## config.mk

```make
export PLATFORM = sky130hd
export DESIGN_NAME = pong_match_controller
export DESIGN_NICKNAME = d
export VERILOG_FILES = /design/src/rtl/pong_pkg.sv /design/src/rtl/pong_win_check.sv /design/src/rtl/pong_match_controller.sv
export SDC_FILE = /design/constraint.sdc
export NUM_CORES = 1
export LEC_CHECK = 0
export BUFFER_PORTS_ARGS = -buffer_cell sky130_fd_sc_hd__buf_4
export CORE_UTILIZATION = 47
export CTS_CLUSTER_DIAMETER = 50
export CTS_CLUSTER_SIZE = 8
export DETAILED_ROUTE_END_ITERATION = 8
export PLACE_DENSITY = 0.68
export SYNTH_ARGS = -nofsm -noshare
export SYNTH_HDL_FRONTEND = slang
export SYNTH_SLANG_ARGS = --single-unit
```

## constraint.sdc

```tcl
create_clock -name clk -period 3.7 [get_ports clk]
set_input_delay 0 -clock clk [delete_from_list [all_inputs] [get_ports clk]]
set_output_delay 0 -clock clk [all_outputs]
set_load 0.01 [all_outputs]
```

## src/rtl/pong_pkg.sv

```systemverilog
// ============================================================================
// Module   : pong_pkg
// Purpose  : Shared match-state encoding and screen geometry/colour constants
//            for the Pong datapath.
// Revision : 1.0
// ============================================================================
`default_nettype none

package pong_pkg;

    typedef enum logic [1:0] {
        SERVE     = 2'd0,
        PLAY      = 2'd1,
        GOAL_HOLD = 2'd2,
        GAME_OVER = 2'd3
    } match_state_t;

    // Screen, border, paddle and ball geometry in pixels
    localparam int SCREEN_W  = 640;
    localparam int SCREEN_H  = 480;
    localparam int BORDER_W  = 8;
    localparam int PADDLE_W  = 8;
    localparam int PADDLE_H  = 64;
    localparam int PADDLE_X0 = 32;
    localparam int PADDLE_X1 = SCREEN_W - 32 - PADDLE_W;
    localparam int BALL_SIZE = 8;

    // 12-bit RGB444 colours
    localparam logic [11:0] COLOUR_BG     = 12'h000;
    localparam logic [11:0] COLOUR_BORDER = 12'hFFF;
    localparam logic [11:0] COLOUR_PADDLE = 12'h0F0;
    localparam logic [11:0] COLOUR_BALL   = 12'hFF0;
    localparam logic [11:0] COLOUR_SCORE  = 12'h0FF;

endpackage

`default_nettype wire

```

## src/rtl/pong_win_check.sv

```systemverilog
// ============================================================================
// Module   : pong_win_check
// Purpose  : Combinational win test for one candidate player against the
//            (already updated) score vector. PONG_WIN_BY_TWO_EN selects the
//            win-by-two rule with saturation fallback.
// Revision : 1.0
// ============================================================================
`default_nettype none

module pong_win_check
    import pong_pkg::*;
#(
    parameter  int NUM_PLAYERS = 2,
    parameter  int SCORE_W     = 4,
    parameter  int WIN_SCORE   = 9,
    localparam int PW          = $clog2(NUM_PLAYERS)
) (
    input  logic [NUM_PLAYERS*SCORE_W-1:0] scores_i,
    input  logic [PW-1:0]                  cand_i,
    output logic                           win_o
);

`ifdef PONG_WIN_BY_TWO_EN
    logic [SCORE_W-1:0] cand_score;
    logic [SCORE_W-1:0] other;
    logic               lead_ok;
    logic               highest;

    always_comb begin
        cand_score = '0;
        other      = '0;
        lead_ok    = 1'b1;
        highest    = 1'b1;
        for (int i = 0; i < NUM_PLAYERS; i++) begin
            if (PW'(i) == cand_i) begin
                cand_score = scores_i[i*SCORE_W +: SCORE_W];
            end
        end
        for (int i = 0; i < NUM_PLAYERS; i++) begin
            other = scores_i[i*SCORE_W +: SCORE_W];
            if (PW'(i) != cand_i) begin
                // Extra bit keeps other+2 from wrapping near saturation
                if ({1'b0, cand_score} < ({1'b0, other} + (SCORE_W+1)'(2))) begin
                    lead_ok = 1'b0;
                end
                if ((other > cand_score) || ((other == cand_score) && (PW'(i) < cand_i))) begin
                    highest = 1'b0;
                end
            end
        end
        win_o = ((cand_score >= SCORE_W'(WIN_SCORE)) && lead_ok) ||
                ((cand_score == '1) && highest);
    end
`else
    always_comb begin
        win_o = 1'b0;
        for (int i = 0; i < NUM_PLAYERS; i++) begin
            if ((PW'(i) == cand_i) && (scores_i[i*SCORE_W +: SCORE_W] == SCORE_W'(WIN_SCORE))) begin
                win_o = 1'b1;
            end
        end
    end
`endif

endmodule

`default_nettype wire

```

## src/rtl/pong_match_controller.sv

```systemverilog
// ============================================================================
// Module   : pong_match_controller
// Purpose  : Match/score sequencer (SERVE/PLAY/GOAL_HOLD/GAME_OVER) with
//            edge-qualified goal counting. Optional PONG_WIN_BY_TWO_EN.
// Revision : 1.0
// ============================================================================
`default_nettype none

module pong_match_controller
    import pong_pkg::*;
#(
    parameter  int NUM_PLAYERS = 2,
    parameter  int SCORE_W     = 4,
    parameter  int WIN_SCORE   = 9,
    parameter  int HOLD_CYCLES = 16,
    localparam int PW          = $clog2(NUM_PLAYERS)
) (
    input  logic                           clk,
    input  logic                           Reset,
    input  logic [NUM_PLAYERS-1:0]         goal,
    input  logic                           ball_served,
    output logic [NUM_PLAYERS*SCORE_W-1:0] scores,
    output logic [PW:0]                    winner,
    output logic                           game_over,
    output logic [PW-1:0]                  server,
    output logic                           goal_pulse,
    output logic                           in_play
);

    localparam int                 HW        = $clog2(HOLD_CYCLES + 1);
    localparam logic [SCORE_W-1:0] SCORE_MAX = '1;

    match_state_t                   state_q, state_d;
    logic [NUM_PLAYERS-1:0]         goal_prev_q;
    logic [NUM_PLAYERS-1:0]         rise;
    logic [HW-1:0]                  hold_cnt_q, hold_cnt_d;
    logic [NUM_PLAYERS*SCORE_W-1:0] scores_q, scores_d, scores_inc;
    logic [PW:0]                    winner_q, winner_d;
    logic [PW-1:0]                  server_q, server_d;
    logic                           goal_pulse_q, goal_pulse_d;
    logic [PW-1:0]                  k;
    logic                           win;

    assign rise = goal & ~goal_prev_q;

    // Simultaneous rises award a single point to the lowest index
    always_comb begin
        k = '0;
        for (int i = NUM_PLAYERS - 1; i >= 0; i--) begin
            if (rise[i]) begin
                k = PW'(i);
            end
        end
    end

    always_comb begin
        scores_inc = scores_q;
        for (int i = 0; i < NUM_PLAYERS; i++) begin
            if ((PW'(i) == k) && (scores_q[i*SCORE_W +: SCORE_W] != SCORE_MAX)) begin
                scores_inc[i*SCORE_W +: SCORE_W] = scores_q[i*SCORE_W +: SCORE_W] + SCORE_W'(1);
            end
        end
    end

    pong_win_check #(
        .NUM_PLAYERS (NUM_PLAYERS),
        .SCORE_W     (SCORE_W),
        .WIN_SCORE   (WIN_SCORE)
    ) u_win_check (
        .scores_i (scores_inc),
        .cand_i   (k),
        .win_o    (win)
    );

    always_comb begin
        state_d      = state_q;
        hold_cnt_d   = hold_cnt_q;
        scores_d     = scores_q;
        winner_d     = winner_q;
        server_d     = server_q;
        goal_pulse_d = 1'b0;
        case (state_q)
            SERVE: begin
                if (ball_served) begin
                    state_d = PLAY;
                end
            end
            PLAY: begin
                if (|rise) begin
                    scores_d     = scores_inc;
                    goal_pulse_d = 1'b1;
                    server_d     = (k == PW'(NUM_PLAYERS - 1)) ? '0 : k + PW'(1);
                    hold_cnt_d   = '0;
                    if (win) begin
                        state_d  = GAME_OVER;
                        winner_d = {1'b0, k} + (PW+1)'(1);
                    end else begin
                        state_d  = GOAL_HOLD;
                    end
                end
            end
            GOAL_HOLD: begin
                if (|goal) begin
                    hold_cnt_d = '0;
                end else if (hold_cnt_q == HW'(HOLD_CYCLES - 1)) begin
                    hold_cnt_d = '0;
                    state_d    = SERVE;
                end else begin
                    hold_cnt_d = hold_cnt_q + HW'(1);
                end
            end
            GAME_OVER: begin
            end
            default: begin
                state_d = SERVE;
            end
        endcase
    end

    always_ff @(posedge clk) begin
        if (Reset) begin
            state_q      <= SERVE;
            goal_prev_q  <= '0;
            hold_cnt_q   <= '0;
            scores_q     <= '0;
            winner_q     <= '0;
            server_q     <= '0;
            goal_pulse_q <= 1'b0;
        end else begin
            state_q      <= state_d;
            goal_prev_q  <= goal;
            hold_cnt_q   <= hold_cnt_d;
            scores_q     <= scores_d;
            winner_q     <= winner_d;
            server_q     <= server_d;
            goal_pulse_q <= goal_pulse_d;
        end
    end

    assign scores     = scores_q;
    assign winner     = winner_q;
    assign server     = server_q;
    assign goal_pulse = goal_pulse_q;
    assign game_over  = (state_q == GAME_OVER);
    assign in_play    = (state_q == PLAY);

endmodule

`default_nettype wire

```

# Word level (Yosys, flattened, before mapping)
# Index checks and enable logic that the tools add are counted.
[word_totals] register_bits=21 latch_bits=0 mem_bits_rw=0 romBits=0 mem_count=0
[op_classes] add_sub_neg=5 multipliers=0 n_div=0 magnitude_cmp=0 eq_ne=12 shift=0 n_mux=18 bitwise_logic=4 n_reduce_logical=14
[op_table] op="2-to-1 mux 5 bit" count=3
[op_table] op="case mux 5 bit (2 select lines)" count=1
[op_table] op="adder 4 x 1 -> 4 bit (second input constant)" count=2
[op_table] op="equality test 4 bit (second input constant)" count=2
[op_table] op="2-to-1 mux 2 bit" count=4
[op_table] op="2-to-1 mux 4 bit" count=2
[op_table] op="!= test 4 bit (second input constant)" count=2
[op_table] op="2-to-1 mux 1 bit" count=7
[op_table] op="!= test 2 bit (second input constant)" count=3
[op_table] op="case mux 2 bit (3 select lines)" count=1
[op_table] op="OR reduction 2 bit" count=3
[op_table] op="adder 5 x 1 -> 5 bit (second input constant)" count=1
[op_table] op="equality test 5 x 4 -> 1 bit (second input constant)" count=1
[op_table] op="AND reduction 5 bit" count=1
[op_table] op="equality test 2 bit (second input constant)" count=2
[op_table] op="logical AND 1 bit" count=4
[op_table] op="AND reduction 2 bit" count=2
[op_table] op="AND reduction 3 bit" count=1
[op_table] op="nonzero test 3 bit" count=1
[op_table] op="adder 1 x 1 -> 2 bit (second input constant)" count=1
[op_table] op="AND 2 bit" count=1
[op_table] op="equality test 2 x 1 -> 1 bit (second input constant)" count=1
[op_table] op="logical NOT 2 bit" count=1
[op_table] op="!= test 2 x 1 -> 1 bit (second input constant)" count=1
[op_table] op="other kinds (4)" count=5

# Depth between registers and ports, before layout
# Gate-level depths: netlist of the first run.
[depth] ltp_word=14 ltp_mapped=6 depth_no_buf=6

# Cells and area by module
# Synthesis of the first run repeated with hierarchy kept, for this count alone.
[unflattened] hier_cells=125 hier_area_um2=1108.6
[by_module_without_submodules] module="pong_match_controller" n_inst=1 cells_each=122 area_each_um2=1074.8
[by_module_without_submodules] module="pong_win_check" n_inst=1 cells_each=3 area_each_um2=33.8

# Least setup slack after synthesis of the first run
# Ideal clock, no wire load.
[synth_timing] path_type="flip-flop to flip-flop" startpoint="register scores_q[4], in the netlist scores[4]" endpoint="register winner_q[0], in the netlist winner[0]" arrival_ns=1.621 path_slack_ns=1.946 path_stages_with_launch=6 n_path_buf=0 synth_period_minus_slack_ns=1.754 cell_sequence="dfxtp_1 ha_1 or4_1 o31a_1 o21ai_0 a21oi_1"
[synth_between] elab_chain_len=7
[synth_rtl] item="from (decl)" line_no="pong_match_controller.sv:37" rtl="logic [NUM_PLAYERS*SCORE_W-1:0] scores_q, scores_d, scores_inc;"
[synth_rtl] item="from (signal assigned)" line_no="pong_match_controller.sv:133" rtl="scores_q <= scores_d;"
[synth_rtl] item="parallel branches: the longest is 2 deep, another holds adder 4 x 1 -> 4 bit"
[synth_rtl] item="2-to-1 mux 4 bit *" line_no="pong_match_controller.sv:59" rtl="if ((PW'(i) == k) && (scores_q[i*SCORE_W +: SCORE_W] != SCORE_MAX)) begin"
[synth_rtl] item="equality test 4 bit *" line_no="pong_win_check.sv:58" rtl="if ((PW'(i) == cand_i) && (scores_i[i*SCORE_W +: SCORE_W] == SCORE_W'(WIN_SCORE))) begin"
[synth_rtl] item="logical AND 1 bit *" line_no="pong_win_check.sv:58"
[synth_rtl] item="2-to-1 mux 1 bit *" line_no="pong_win_check.sv:58"
[synth_rtl] item="AND reduction 3 bit (no source line) *"
[synth_rtl] item="to (signal assigned)" line_no="pong_match_controller.sv:134" rtl="winner_q <= winner_d;"
[synth_rtl] item="to (decl)" line_no="pong_match_controller.sv:38" rtl="logic [PW:0] winner_q, winner_d;"
# Every way passes the cells marked *.
# A chain may end at the register's enable or synchronous reset.

# Worst setup path after layout of the first run
# Same ends and word-level chain as after synthesis.

==> metrics.yaml, run 1 <==
sta:
  slew_headroom_pct: 68.68
  slew_viol_final: 0
  setup_viol: 0
  worst_pin_slew_ps: 466.2
  finalSetupTns_ps: 0
  rsz0062_at_grt: "no"
  skew_ps: 1.268
  hold_viol_final: 0
  fmax_mhz: 555.3
  fin_crit_sh_pct: 48.67
  min_period_ps: 1801
global_route:
  grt-ovfl-total: 0
  antenna_found_initial: 0
  grt_max_degree: 22
  grt_pass1_wl_um: 2822
  grt_usage_pct: 18.47
  grt_pass1_vias: 684
setup_path:
  worstSetupStartpointType: "flop"
  r2r_slack_ps: 1900
  reg2reg_depth: 6
  critical_path_required_ps: 3900
  worstSetupEndpointType: "flop"
  r2r-start: "scores[4]"
  cp.arrival_ps: 2000
  crit_type: "reg2reg"
  worstPathMaxFanout: 5
  r2r_end: "winner[0]"
finish:
  utilization_pct: 63.89
  area_growth_pct: 22.99
  design_area_mm2: 0.001151
  drive_gt1_share_pct: 18.46
  final_nets: 139
  n_antenna_cell: 0
logic_synthesis:
  synth_top_cell_by_area: "dfxtp_1"
  ys_types: 32
  syn_area_per_cell_um2: 8.747
  synth_edf_count: 0
  syn_inst: 107
  synthFlopType: "dfxtp_1"
  ys_ff_latch: 21
  netlist_area_um2: 935.9
  async_flop_share_pct: 0
  yosys-top-cells-area: "dfxtp_1, a21oi_1, nor2_1"
  synth_top_area_share_pct: 44.92
  synth_nets: 115
  synth-seq-area-share_pct: 44.92
  ys_warn_count: 0
placed_design:
  place_area_mm2: 0.001095
  dp_hpwl_um: 1311
  numPortBuffers: 18
  place_congestion: 0.7706
clocking:
  h-tree-depth: 1
  cts_tree: "built"
  clkTransAtPathRegs_ps: 110
  cts_num_sinks: 21
  cts_made_buffers: 3
  root_buffer: "clkbuf_4"
  clk_latency_ps: 300
  clk_path_buf_depth: 2
  cts_resized: 0
power_and_ir_drop:
  p_sw_share_pct: 25.54
  switchingPower_mw: 0.1015
  p_clk_share_pct: 27.7
  ir_drop_mv: 0.1925
  fin_total_pwr_mw: 0.3975
  powerDensity_mw_per_mm2: 345.3
  p_leak_nw: 0.4710
  seq_power_share_pct: 60.0
  p_int_mw: 0.2960
  combPwrFrac_pct: 12.3
routing:
  drc: 0
  vias: 843
  wl_um: 1749
  post_drt_wl_per_cell_um: 11.28
  drt_first_pass_iters: 7
  ant_nets: 0
  viasPerCell: 5.439
  drt_iter0_drc: 7
hold_path:
  worstHoldPathCells: 2
  min_from: "Reset"
  min_path_type: "in2reg"
  min_to: "state_q[0]"
floorplanning:
  dieWidth_um: 46.63
  num_rows: 15
  coreArea_mm2: 0.001802
  ioPinCount: 19
  fp.dieH_um: 46.63
  die-area_mm2: 0.002174
  start_util_pct: 51.94
status:
  status: "finished clean"
run:
  cap_viol_max_count: 0
-- cells in the mapped netlist (all sizes together) (2+ instances only) --
cell,number
dfxtp,21
nor2,13
a21oi,10
nand2,7
nand3,6
nand2b,5
nor3,5
inv,4
nor2b,4
ha,3
o21ai,3
a211oi,2
clkbuf,2
mux2i,2
nand4,2
o31a,2
xor2,2
-- metal layers --
metal / share of wire [%] / wire length [µm] / GRT usage [%]
met1: 48 / 844 / 24.05
met4: 1.4 / 24 / 9.143
met5: 0 / 0 / 0
met3: 3.4 / 59 / 3.529
met2: 47 / 821 / 28.89
-- layout make-up --
type,instances,area (µm²)
Multi-Input combinational cell,80,493.0
Sequential cell,21,420.4
Fill cell,164,650.6
Timing Repair Buffer,21,165.2
Inverter,4,15.01
Clock buffer,4,26.28
Tap cell,25,31.28
-- kinds of logic (layout without fill, tap and decap cells) --
| logic type | Yosys count | count (layout) | synth area share, % |
|---|---|---|---|
| AND/OR/NAND/NOR | 50 | 50 | 28.48 |
| AO/OA/AOI/OAI | 23 | 23 | 16.18 |
| flip-flops | 21 | 21 | 44.92 |
| buffers and inverters | 6 | 29 | 2.406 |
| adder cells (fa/ha/maj) | 3 | 3 | 4.011 |
| XOR/XNOR | 2 | 2 | 1.872 |
| multiplexers | 2 | 2 | 2.139 |
-- flip-flops by register name (all words and copies together) (netlist names) --
signal and count:
winner 2, goal_prev_q 2, goal_pulse 1, state_q 2, scores 8, server 1, hold_cnt_q 5
-- worst max-delay path, cell delays in order (launching register included) --
cell and delay, ps:
dfxtp_1 370, ha_1 240, nand2b_1 160, or4_1 410, o31a_1 290, o21ai_0 150, a21oi_1 80
-- per-stage QoR --
step	cells	setup slack [ps]	hold WS, ps
4_1_cts	155	1882	13.10
6_report	155	1899	13.15
2_1_floorplan	107	1946	128.2
3_3_place_gp	148	1940	242.0
5_1_grt	155	1791	23.24
3_5_place_dp	148	1905	249.1
-- worst max path at each step --
stage / from / to / slack [ps] / cells after the start
floorplan: scores[4] / winner[0] / 1950 / 5
finish: scores[4] / winner[0] / 1900 / 6
global route: scores[4] / state_q[0] / 1790 / 5
detailed placement: scores[4] / winner[0] / 1900 / 5
global placement: scores[4] / winner[0] / 1940 / 6
CTS: scores[4] / winner[0] / 1880 / 6
-- cells in the final DEF (no fill, tap or decap), types with 2 or more instances in the layout --
master	instances
a211oi_1	2
a21oi_1	10
buf_4	18
clkbuf_4	3
dfxtp_1	21
dlygate4sd3_1	3
ha_1	3
inv_1	4
mux2i_1	2
nand2_1	7
nand2b_1	5
nand3_1	6
nand4_1	2
nor2_1	13
nor2b_1	4
nor3_1	4
o21ai_0	3
o31a_1	2
xor2_1	2
-- timing repair --
action / in CTS / in global routing
setup buffers: 0 / 0
hold buffers: 3 / 0
endpoints found under the hold margin: 3 / 0
-- power by group through the flow --
stage,Combinational [mW],Sequential (mW),Clock (mW)
after floorplan,0.0288,0.244,0
after global placement,0.0461,0.244,0
after detailed placement,0.0466,0.244,0
after CTS,0.0492,0.239,0.113
after global routing,0.0546,0.240,0.121
final,0.0489,0.239,0.110
No activity file was read; power rests on OpenSTA's default activity.
==> inputs of run 2 (changes only) <==
- clock period: 3.7 -> 1.8 ns (I/O delays scaled with it)
==> metrics.yaml, run 2 (synthesis results as in run 1) <==
routing:
  drt_iter0_drc: 13
  wl_um: 1906
  vias: 858
  viasPerCell: 5.363
  post_drt_wl_per_cell_um: 11.91
  drt_first_pass_iters: 3
  ant_nets: 0
  drc: 0
global_route:
  antenna_found_initial: 0
  grt-ovfl-total: 0
  grt_pass1_vias: 755
  grt_usage_pct: 19.50
  grt_max_degree: 22
  grt_pass1_wl_um: 3036
hold_path:
  min_to: "scores[5]"
  min_path_type: "in2reg"
  worstHoldPathCells: 2
  min_from: "Reset"
setup_path:
  worst-path-buf-inv: 0
  worstSetupEndpointType: "flop"
  r2r_end: "winner[1]"
  crit_family: "simple AND/OR/NAND/NOR gates"
  r2r-start: "scores[4]"
  worstSetupStartpointType: "flop"
  crit_type: "reg2reg"
  critical_path_required_ps: 2050
  slowest_delay_ps: 410
  r2r_slack_ps: 60
  cp.arrival_ps: 1990
  worstPathMaxFanout: 4
  reg2reg_depth: 6
  crit_chain: "ha_4, nand2b_4, or4_4, o31a_1, o21bai_1, and3b_1"
  slowest_stage: "or4_4"
clocking:
  clkTransAtPathRegs_ps: 120
  cts_tree: "built"
  cts_made_buffers: 3
  root_buffer: "clkbuf_4"
  clk_latency_ps: 300
  clk_path_buf_depth: 2
  h-tree-depth: 1
  cts_num_sinks: 21
floorplanning:
  start_util_pct: 51.94
  fp.dieH_um: 46.63
  dieWidth_um: 46.63
  coreArea_mm2: 0.001802
  num_rows: 15
  ioPinCount: 19
  die-area_mm2: 0.002174
finish:
  final_common_cell: "buf_4"
  layout.cells.non_filler: 160
  drive_gt1_share_pct: 26.67
  regArea_um2: 422.9
  layout_common_cells: "buf_4, dfxtp_1, nor2_1"
  multi_input_area_um2: 520.5
  final_nets: 144
  area_growth_pct: 30.35
  n_fill_cell: 179
  utilization_pct: 67.71
  design_area_mm2: 0.001220
  n_antenna_cell: 0
  largest_reg_flops: 8
power_and_ir_drop:
  fin_total_pwr_mw: 0.8300
  ir_drop_mv: 0.4249
  p_leak_nw: 0.5033
  powerDensity_mw_per_mm2: 680.4
sta:
  hold_viol_final: 0
  fmax_mhz: 574.0
  rsz0062_at_grt: "yes"
  finalHoldWorstSlack_ps: 11.80
  fin_crit_sh_pct: 96.79
  skew_ps: 2.015
  slew_viol_final: 0
  finalSetupTns_ps: 0
  setup_viol: 0
  setup_slack_ps: 57.72
  min_period_ps: 1742
  worst_pin_slew_ps: 412.6
  slew_headroom_pct: 72.39
placed_design:
  dp_cells: 152
  dp_hpwl_um: 1365
  numPortBuffers: 18
  place_congestion: 0.7814
  place_area_mm2: 0.001125
  pre_cts_ws_ps: 20.36
run:
  cap_viol_max_count: 0
status:
  status: "finished clean"
run 2: cell types whose count changed in the layout (fill, tap and decap cells not counted), sizes merged:
cell    delta
clkbuf     -1
clkinv     +1
buf        +5
run 2: routing by layer:
metal | global-route usage [%] | wire length [µm] | share of wire [%]
met5 | 0 | 0 | 0
met4 | 6.857 | 15 | 0.79
met3 | 3.529 | 38 | 2.0
met2 | 34.17 | 972 | 51
met1 | 23.52 | 879 | 46
run 2: cell type report:
type | count | share of cell area [%]
clock buffer | 3 | 1.846
clock inverter | 1 | 0.4103
inverter | 4 | 1.231
multi-input combinational | 80 | 42.67
sequential | 21 | 34.67
tap | 25 | 2.564
timing repair buffer | 26 | 16.62
run 2: how the worst max path moves through the flow:
stage | start | to | cells past startpoint
final | scores[4] | winner[1] | 6
after global routing | scores[4] | winner[1] | 6
after CTS | scores[5] | winner[0] | 6
after detailed placement | scores[5] | winner[0] | 6
after global placement | scores[5] | winner[0] | 6
after floorplan | scores[4] | winner[0] | 5
run 2: where the power goes:
part	switching [mW]	internal, mW	leakage [nW]
clock network	0.145	0.0827	0.0177
logic	0.0617	0.0506	0.314
registers	0.0115	0.478	0.171
run 2: timing repair:
action / CTS / global route
setup buffers: 0 / 1
endpoints found under the hold margin: 3 / 0
hold buffers: 3 / 0
gates resized for setup: 0 / 8
endpoints found under the setup margin: 0 / 4
==> inputs of run 3 (changes only) <==
- PLACE_DENSITY: 0.68 -> 0.67
- SYNTH_HIERARCHICAL: unset -> 1
==> metrics.yaml, run 3 <==
finish:
  design_area_mm2: 0.001564
  n_fill_cell: 176
  drive_gt1_share_pct: 43.37
  utilization_pct: 70.70
  n_antenna_cell: 0
  final_nets: 175
  final_common_cell: "buf_4"
  largest_reg_flops: 8
  layout_common_cells: "buf_4, dfxtp_1, a21oi_1"
  area_growth_pct: 41.08
logic_synthesis:
  synth-compound-area-share_pct: 14.11
  syn_area_per_cell_um2: 8.869
  synthSimpleGateAreaFrac_pct: 30.70
  synth_nets: 133
  synth-seq-area-share_pct: 37.92
  synth.most_common_cell: "dfxtp_1"
  async_flop_share_pct: 0
  synth_top_area_share_pct: 37.92
  syn_inst: 125
  synth_edf_count: 0
  synth.area.mux_share_pct: 8.691
  ys_ff_latch: 21
  synth_xor_area_share_pct: 3.160
  synth_top_cell_by_area: "dfxtp_1"
  ys_types: 40
  synth_top_family_by_area: "simple AND/OR/NAND/NOR gates"
  synthFlopType: "dfxtp_1"
  synth_fa_ha_area_share_pct: 3.386
  ys_warn_count: 6
  ys_top_cells_by_count: "dfxtp_1, a21oi_1, nand3_1, nor2_1, nand2b_1"
  netlist_area_mm2: 0.001109
  yosys-top-cells-area: "dfxtp_1, a21oi_1, nand3_1"
placed_design:
  dp_hpwl_um: 1930
  place_area_mm2: 0.001444
  numPortBuffers: 18
  place_congestion: 0.8689
status:
  status: "complete, but fails checks"
  failed_checks: "negative setup slack"
clocking:
  clkTransAtPathRegs_ps: 130
  cts_made_buffers: 3
  clk_path_buf_depth: 2
  clk_latency_ps: 310
  cts_tree: "built"
  h-tree-depth: 1
  cts_num_sinks: 21
  root_buffer: "clkbuf_4"
power_and_ir_drop:
  powerDensity_mw_per_mm2: 569.2
  p_clk_share_pct: 26.2
  combPwrFrac_pct: 18.6
  p_int_mw: 0.6364
  p_sw_share_pct: 28.52
  switchingPower_mw: 0.2539
  p_leak_nw: 0.6556
  seq_power_share_pct: 55.1
  fin_total_pwr_mw: 0.8903
  ir_drop_mv: 0.4387
sta:
  worst_pin_slew_ps: 395.6
  fin_crit_sh_pct: 110.1
  finalHoldWorstSlack_ps: 48.38
  setup_slack_ps: -181.2
  slew_headroom_pct: 73.39
  skew_ps: 11.66
  rsz0062_at_grt: "yes"
  setup_viol: 3
  hold_viol_final: 0
  fmax_mhz: 504.7
  slew_viol_final: 0
  min_period_ps: 1981
setup_path:
  crit_type: "reg2reg"
  r2r_slack_ps: -180
  r2r-start: "goal_prev_q[1]"
  worstSetupStartpointType: "flop"
  cp.arrival_ps: 2180
  critical_path_required_ps: 2000
  reg2reg_depth: 8
  slowest_delay_ps: 370
  r2r_end: "winner[1]"
  worstSetupEndpointType: "flop"
  crit_chain: "and2b_2, nand2_4, nand2_1, mux2_2, nor4b_4, a22o_1, nand3_1, nor3b_2"
  worstPathMaxFanout: 4
  slowest_stage: "mux2_2"
global_route:
  grt_pass1_vias: 996
  grt_pass1_wl_um: 4395
  grt_max_degree: 22
  grt-ovfl-total: 0
  antenna_found_initial: 0
  grt_usage_pct: 22.91
routing:
  viasPerCell: 5.387
  ant_nets: 0
  post_drt_wl_per_cell_um: 13.69
  wl_um: 2655
  drt_iter0_drc: 12
  drc: 0
  drt_first_pass_iters: 4
  vias: 1045
hold_path:
  min_to: "hold_cnt_q[4]"
  min_path_type: "in2reg"
  min_from: "goal[0]"
  worstHoldPathCells: 4
run:
  cap_viol_max_count: 0
floorplanning:
  ioPinCount: 19
  die-area_mm2: 0.002557
  start_util_pct: 50.11
  num_rows: 17
  dieWidth_um: 50.57
  coreArea_mm2: 0.002212
  fp.dieH_um: 50.57
[run 3: cell types whose count changed after synthesis, moves of 3 or more]
cell,before,now
a311oi_1,0,3
mux2_2,0,4
nand2b_1,5,8
nand3_1,6,11
[run 3: worst max-delay path by stage]
| stage | start | end | slack (ps) | cells after the start |
|---|---|---|---|---|
| 6_report | goal_prev_q[1] | winner[1] | -180 | 8 |
| 5_1_grt | goal_prev_q[1] | winner[1] | -290 | 9 |
| 4_1_cts | goal_prev_q[1] | winner[1] | -150 | 9 |
| 3_5_place_dp | goal_prev_q[1] | state_q[0] | -160 | 9 |
| 3_3_place_gp | scores[4] | winner[1] | -100 | 8 |
| 2_1_floorplan | goal_prev_q[1] | winner[1] | -60 | 9 |
[run 3: repair_timing]
action,4_1_cts,5_1_grt
pin swaps,4,1
cloned,0,0
hold buffers,2,0
setup endpoints to repair,3,3
endpoints found under the hold margin,2,0
resized for setup,1,11
buffers inserted,2,0
[run 3: cells by family after synthesis]
group / after synthesis
compound gates: 25
flops: 21
fa+ha+maj: 3
buf+inv: 6
mux: 9
xor+xnor: 4
simple gates: 57
[run 3: critical path: cells and delay by family, from the launching register on]
family / cells / cell delay, ps
AO/OA/AOI/OAI: 1 / 210
AND/OR/NAND/NOR: 6 / 950
multiplexers: 1 / 370
flip-flops: 1 / 340
[run 3: layout make-up]
class / instances / area (µm²) / area share (%)
Tap cell: 28 / 35.03 / 2.240
Inverter: 4 / 17.52 / 1.120
Timing Repair Buffer: 39 / 297.8 / 19.04
Multi-Input combinational cell: 98 / 754.5 / 48.24
Clock inverter: 1 / 5.005 / 0.3200
Clock buffer: 3 / 22.52 / 1.440
Sequential cell: 21 / 431.7 / 27.60
[run 3: power by group through the flow]
stage / clock (mW) / sequential (mW) / combinational (mW)
4_1_cts: 0.239 / 0.491 / 0.157
3_5_place_dp: 0 / 0.502 / 0.147
2_1_floorplan: 0 / 0.505 / 0.0827
5_1_grt: 0.256 / 0.493 / 0.182
3_3_place_gp: 0 / 0.500 / 0.145
6_report: 0.234 / 0.491 / 0.166
[run 3: metal layers]
layer	track usage (%)	part of all wire [%]	vias up
met5	0	0	-
met4	9.722	1.4	0
met3	3.030	2.7	4
met2	37.78	48	16
met1	29.74	48	493
li1	-	-	532
[run 3: per-stage QoR]
step                      cells  TNS [ps]  setup WS, ps
after CTS                   194    -460.1        -154.7
after detailed placement    186    -421.4        -162.5
after global routing        194    -832.7        -288.4
after floorplan             125    -115.6        -57.92
final                       194    -466.3        -181.2
after global placement      186    -260.5        -99.06
